File: src/rtl/branch_predictor.sv
// Gshare branch predictor: a PHT of 2-bit saturating counters indexed by PC xor a
// non-speculative global history register, plus resolved/mispredicted branch counters.
module branch_predictor #(
  parameter int IDX_BITS = 4
) (
  input  logic                clk,
  input  logic                rst,
  input  logic [15:0]         pc_out,
  input  logic [3:0]          pc_opcode,
  output logic                prediction,
  output logic [IDX_BITS-1:0] pred_idx,
  input  logic                update_en,
  input  logic [3:0]          idex_opcode,
  input  logic [IDX_BITS-1:0] idex_pred_idx,
  input  logic                idex_prediction,
  input  logic                br_en,
  output logic [15:0]         br_count,
  output logic [15:0]         mispredict_count
);

  localparam int          PHT_DEPTH = 1 << IDX_BITS;
  localparam logic [3:0]  OP_BR     = 4'b0000;
  localparam logic [1:0]  CTR_INIT  = 2'b01;

  logic [1:0]          pht [PHT_DEPTH];
  logic [IDX_BITS-1:0] ghr;
  logic                resolve;
  logic [1:0]          ctr_cur;
  logic [1:0]          ctr_next;

  // Only the index slice of the PC feeds the hash; bit 0 is always zero for aligned fetches.
  logic unused_pc;
  assign unused_pc = ^{pc_out[15:IDX_BITS+1], pc_out[0]};

  assign pred_idx   = pc_out[IDX_BITS:1] ^ ghr;
  assign prediction = (pc_opcode == OP_BR) && pht[pred_idx][1];

  assign resolve = update_en && (idex_opcode == OP_BR);
  assign ctr_cur = pht[idex_pred_idx];

  always_comb begin
    ctr_next = ctr_cur;
    if (br_en) begin
      if (ctr_cur != 2'b11) ctr_next = ctr_cur + 2'd1;
    end else begin
      if (ctr_cur != 2'b00) ctr_next = ctr_cur - 2'd1;
    end
  end

  always_ff @(posedge clk) begin
    if (rst) begin
      for (int i = 0; i < PHT_DEPTH; i++) pht[i] <= CTR_INIT;
      ghr              <= '0;
      br_count         <= '0;
      mispredict_count <= '0;
    end else if (resolve) begin
      pht[idex_pred_idx] <= ctr_next;
      ghr                <= {ghr[IDX_BITS-2:0], br_en};
      if (br_count != 16'hFFFF) br_count <= br_count + 16'd1;
      if ((idex_prediction != br_en) && (mispredict_count != 16'hFFFF))
        mispredict_count <= mispredict_count + 16'd1;
    end
  end

endmodule
File: config.mk
export PLATFORM = sky130hd
export DESIGN_NAME = branch_predictor
export DESIGN_NICKNAME = d
export VERILOG_FILES = /design/src/rtl/branch_predictor.sv
export SDC_FILE = /design/constraint.sdc
export NUM_CORES = 1
export LEC_CHECK = 0
export ABC_AREA = 0
export CELL_PAD_IN_SITES_DETAIL_PLACEMENT = 1
export CELL_PAD_IN_SITES_GLOBAL_PLACEMENT = 2
export CORE_MARGIN = 2
export CORE_UTILIZATION = 29
export CTS_BUF_LIST = sky130_fd_sc_hd__clkbuf_16
export CTS_CLUSTER_SIZE = 12
export DETAILED_ROUTE_END_ITERATION = 8
export PLACE_DENSITY_LB_ADDON = 0.3
export SYNTH_ARGS = -nofsm -noshare
export SYNTH_HDL_FRONTEND = slang
export SYNTH_SLANG_ARGS = --single-unit
File: constraint.sdc
create_clock -name clk -period 2.35 [get_ports clk]
set_input_delay 0.47 -clock clk [delete_from_list [all_inputs] [get_ports clk]]
set_output_delay 0.47 -clock clk [all_outputs]
set_load 0.01 [all_outputs]
; After elaboration in Yosys (flattened, before gate mapping)
; Memories as Yosys holds them, arrays and structs flattened.
; Cells that the tools add are included.
[word_totals]
regBits = 36
ramBits = 32
inputBits = 33
output_inout_bits = 37
elab_cells = 33
memories = 1
[op_classes]
add_sub_neg = 4
eq_ne = 4
mux = 11
bitwise = 1
reduce_logical = 9
[mem_list]
columns = name, words, width, read_ports, rd_ports_with_merged_regs, write_ports, line
row1 = pht, 16, 2, 2, 0, 16, 25  ; logic [1:0] pht [PHT_DEPTH];
[op_table]
columns = operator, n
row1 = $add 16x1->16 const B, 2
row2 = $ne 16x16->1 const B, 2
row3 = $logic_not 4->1, 2
row4 = $mux 2, 4
row5 = $mux 1, 6
row6 = $mux 4, 1
row7 = $reduce_and 2->1, 2
row8 = $xor 4x4->4, 1
row9 = $logic_and 1x1->1, 3
row10 = $add 2x1->2 const B, 1
row11 = $ne 2x2->1 const B, 1
row12 = $reduce_bool 2->1, 1
row13 = $reduce_or 2->1, 1
row14 = $sub 2x1->2 const B, 1
row15 = $ne 1x1->1, 1

; Longest topological paths before layout
[logic_depth]
word_depth = 7
ltp_mapped = 7
depth_no_buf = 6

; Worst setup path before layout
; OpenSTA, ideal clock, no wires.
[synth_timing]
path_type = input port to output port
start = input port pc_out[1]
end = output port prediction
arrival_ns = 2.213
required_ns = 1.880
setup_slack_ns = -0.333
cell_stages = 4
n_path_buf = 0
cell_sequence = xor2_1 -> mux4_2 -> mux4_2 -> and2_1
[synth_via]
elab_chain_cells = 3
[synth_rtl]
columns = item, line
row1 = start: declaration, 8  ; input logic [15:0] pc_out,
row2 = $xor 4x4->4, 35  ; assign pred_idx = pc_out[IDX_BITS:1] ^ ghr;
row3 = $mem_v2 16x2, --
row4 = $logic_and 1x1->1, 36  ; assign prediction = (pc_opcode == OP_BR) && pht[pred_idx][1];
row5 = end: declaration, 10  ; output logic prediction,
; No other way between the ends.

; Final worst setup path
[layout_timing]
start = register ghr[0]
end = output port prediction
[layout_via]
elab_chain_cells = 3
[layout_rtl]
columns = item, line
row1 = start: declaration, 26  ; logic [IDX_BITS-1:0] ghr;
row2 = start signal: assignment, 58  ; ghr <= {ghr[IDX_BITS-2:0], br_en};
row3 = $xor 4x4->4, 35
row4 = $mem_v2 16x2, --
row5 = $logic_and 1x1->1, 36
; No other way between the ends.

==> key figures <==
Logic synthesis
  • Fraction of registers with async set/reset: 0
  • Netlist cell types: 53
  • Sequential fraction of the synthesis area: 0.476
  • Gate count of the mapped netlist: 337
  • Yosys Warn Count: 0
  • EDFF count, synth: 32
  • Post-synthesis register bit count: 68
  • Mapped cell area: roughly 0.0035 mm^2
  • Dominant synthesized flop cell: dfxtp_1
  • Synthesized net count: 372
  • Average size of a mapped cell: 10.5 um^2

Clocking
  • Clock tree buffer depth: 2
  • CTS tree: done
  • CTS Buf Count: 9
  • CTS Hold Bufs: 0
  • Clock slew at the register clock pins of the worst setup and hold paths: 0.05 ns
  • Sink Count: 68
  • Root buf cell: clkbuf_16
  • H-tree depth: 3
  • Skew-Pair Late Insertion Delay: roughly 0.33 ns

Cells and area
  • Fin cells: 602
  • Synthesis-to-finish area growth: 43.8%
  • Most frequent cells in the layout: 55 x buf_4, 45 x clkdlybuf4s50_1, 38 x nor2_1
  • Fill cells: 1322
  • Total Nets Final: 486
  • Final Cell Area: 0.00508 mm^2
  • Commonest non-fill, non-tap cell in the layout: buf_4
  • Share of layout cells above drive strength 1: 0.253
  • Ant diodes: 0

Floorplan
  • Die area: 0.0131 mm^2
  • Core Region: 0.0120 mm^2
  • Cell Rows: 40
  • Die X: 114 um
  • Die height: ~110 um
  • Starting Density: 0.296
  • Ports: 70

Drt
  • Vias per cell: 5.03
  • First-pass DRT Iterations: 4
  • Drt total wl: ~9800 um
  • ANT nets after route: 0
  • DRC viols: 0
  • Iteration-0 DRC Markers: 89
  • Via Count: 3026
  • Avg WL per Cell: 16.3 um

Setup path
  • CP bufs+invs: 1
  • Max incr delay on CP: approximately 0.54 ns
  • Crit-path leading delay family: multiplexers
  • Setup crit end kind: primary output
  • Crit path DAT: ~2.3 ns
  • Crit Path Max Fanout: 5
  • Crit path required time: 1.88 ns
  • CP cell instances: xor2_4 -> mux4_2 -> mux4_2 -> and2_4 -> buf_6
  • Startpoint types: flop
  • Crit Path Class: flop to primary output
  • Slowest cell on the critical path: mux4_2
  • Most used cell, CP: mux4_2

Timing
  • Pins Over Slew Limit: 0
  • Fin worst setup slack: -0.390 ns
  • Worst Skew: 0.00459 ns
  • Slew margin rel.: 0.747
  • Final critical-path share of the clock period: 1.17
  • RSZ-0062 raised after global routing: yes
  • Tmin final: 2.74 ns
  • FMAX: about 0.36 GHz
  • Final Hold Fails: 0
  • Setup_tns: -0.390 ns
  • Slew at the pin with the worst max-slew slack: between 0.3 and 0.4 ns
  • Final setup vio count: 1

Global route
  • Global-route wire length before repair: between 15000 and 20000 um
  • Initial antenna violation count: 0
  • Pin count of the biggest net entering global routing: 31
  • Vias in the first global route: 3268
  • Total grt overflow: 0
  • Tot GR Track Use: 0.159

Run status
  • Failing checks: negative setup slack
  • Status: complete, but fails checks

Placed design
  • HPWL Detailed: 7270 um
  • Placed cell count: between 500 and 600
  • Placed cell area: 0.00467 mm^2
  • GPL Wtd Cong: 0.801
  • Buffers on Ports: 57

Power and ir drop
  • Static Leak: between 1.5 and 2 nW
  • Maximum vdd drop: 302 uV
  • Pwr per Cell Area: 528 mW/mm^2

Job
  • Max-Cap Viols: 0

Worst hold path
  • Worst hold path type: flop to flop
per-layer routing:
metal  wire [um]  track usage
met4         188       0.0626
met1        4320        0.191
met5           0            0
met3         434       0.0424
met2        4870        0.271
per-stage QoR:
| step | setup slack [ns] | total power [mW] | util | hold slack [ns] |
|---|---|---|---|---|
| floorplan | -0.00271 | 1.40 | - | 0.448 |
| global placement | -1.07 | 1.53 | 0.391 | 0.473 |
| detailed placement | -1.12 | 1.54 | 0.391 | 0.486 |
| CTS | -0.425 | 2.72 | 0.417 | 0.494 |
| global route | -0.494 | 2.78 | 0.425 | 0.523 |
| finish | -0.390 | 2.68 | 0.425 | 0.505 |
layout make-up:
class                           instances  area (um^2)  area share
Clock inverter                          6         22.5     0.00443
Clock buffer                            9          225      0.0443
Sequential cell                        68         1690       0.332
Timing Repair Buffer                  118         1080       0.212
Tap cell                              147          184      0.0362
Inverter                                4         15.0     0.00295
Multi-Input combinational cell        250         1870       0.368
power by group:
| part | internal [mW] | switching, mW |
|---|---|---|
| registers | 1.25 | 0.00788 |
| logic | 0.141 | 0.128 |
| clock network | 0.685 | 0.472 |
cell usage after synthesis, types with 2 or more instances:
library cell / instances / area (um^2)
o211ai_1: 5 / 37.5
xor2_1: 14 / 123
and3_1: 3 / 18.8
nand3_1: 23 / 115
maj3_2: 2 / 22.5
o21ai_0: 8 / 40.0
buf_2: 3 / 15.0
nor2b_1: 3 / 18.8
edfxtp_1: 32 / 961
clkbuf_1: 8 / 30.0
ha_1: 2 / 25.0
nor3_2: 2 / 20.0
o31ai_1: 4 / 30.0
mux2i_1: 3 / 30.0
o2111ai_1: 2 / 17.5
o21ba_2: 2 / 20.0
and4_1: 5 / 43.8
nand2_1: 33 / 124
nor4b_4: 2 / 47.6
inv_1: 4 / 15.0
a22o_1: 2 / 17.5
or3_1: 7 / 43.8
buf_4: 2 / 15.0
and2_1: 5 / 31.3
or4_1: 4 / 30.0
dfxtp_1: 36 / 721
buf_1: 2 / 7.51
mux4_2: 13 / 293
o21a_1: 2 / 15.0
nor2_1: 39 / 146
xnor2_1: 4 / 35.0
nor3_1: 3 / 15.0
a21oi_1: 15 / 75.1
nor4_1: 2 / 12.5
nand4_1: 8 / 50.1
nand2b_1: 16 / 100
path summary, 6_finish.rpt:
path / from / endpoint / slack, ns / depth (start not counted)
hold / removal: ghr[1] / ghr[2] / 0.50 / 2
setup / recovery: ghr[0] / prediction / -0.39 / 5
hold reg to reg: ghr[1] / ghr[2] / 0.50 / 2
setup reg to reg: pht[3][1] / pht[15][1] / 0.28 / 5
sequential cells by signal (all words and copies together) (netlist names):
signal,cells
mispredict_count,16
ghr,4
br_count,16
pht,32
tightest hold or removal path: cells and delay by family (launching register included):
family / cells / cell delay (ns)
AND/OR/NAND/NOR: 1 / 0.06
flip-flops: 1 / 0.33
AO/OA/AOI/OAI: 1 / 0.05
timing repair:
action | 4_1_cts | 5_1_grt
endpoints found under the setup margin | 56 | 39
buffers inserted | 6 | 2
pin swaps | 4 | 6
gates resized for setup | 19 | 20
logic make-up after synthesis:
family / synth area share
AO/OA/AOI/OAI: 0.0867
XOR/XNOR: 0.0446
adder cells (fa/ha/maj): 0.0134
buffers and inverters: 0.0234
flip-flops: 0.476
multiplexers: 0.0945
AND/OR/NAND/NOR: 0.262
Note: power is estimated with default switching activity, not from simulation.
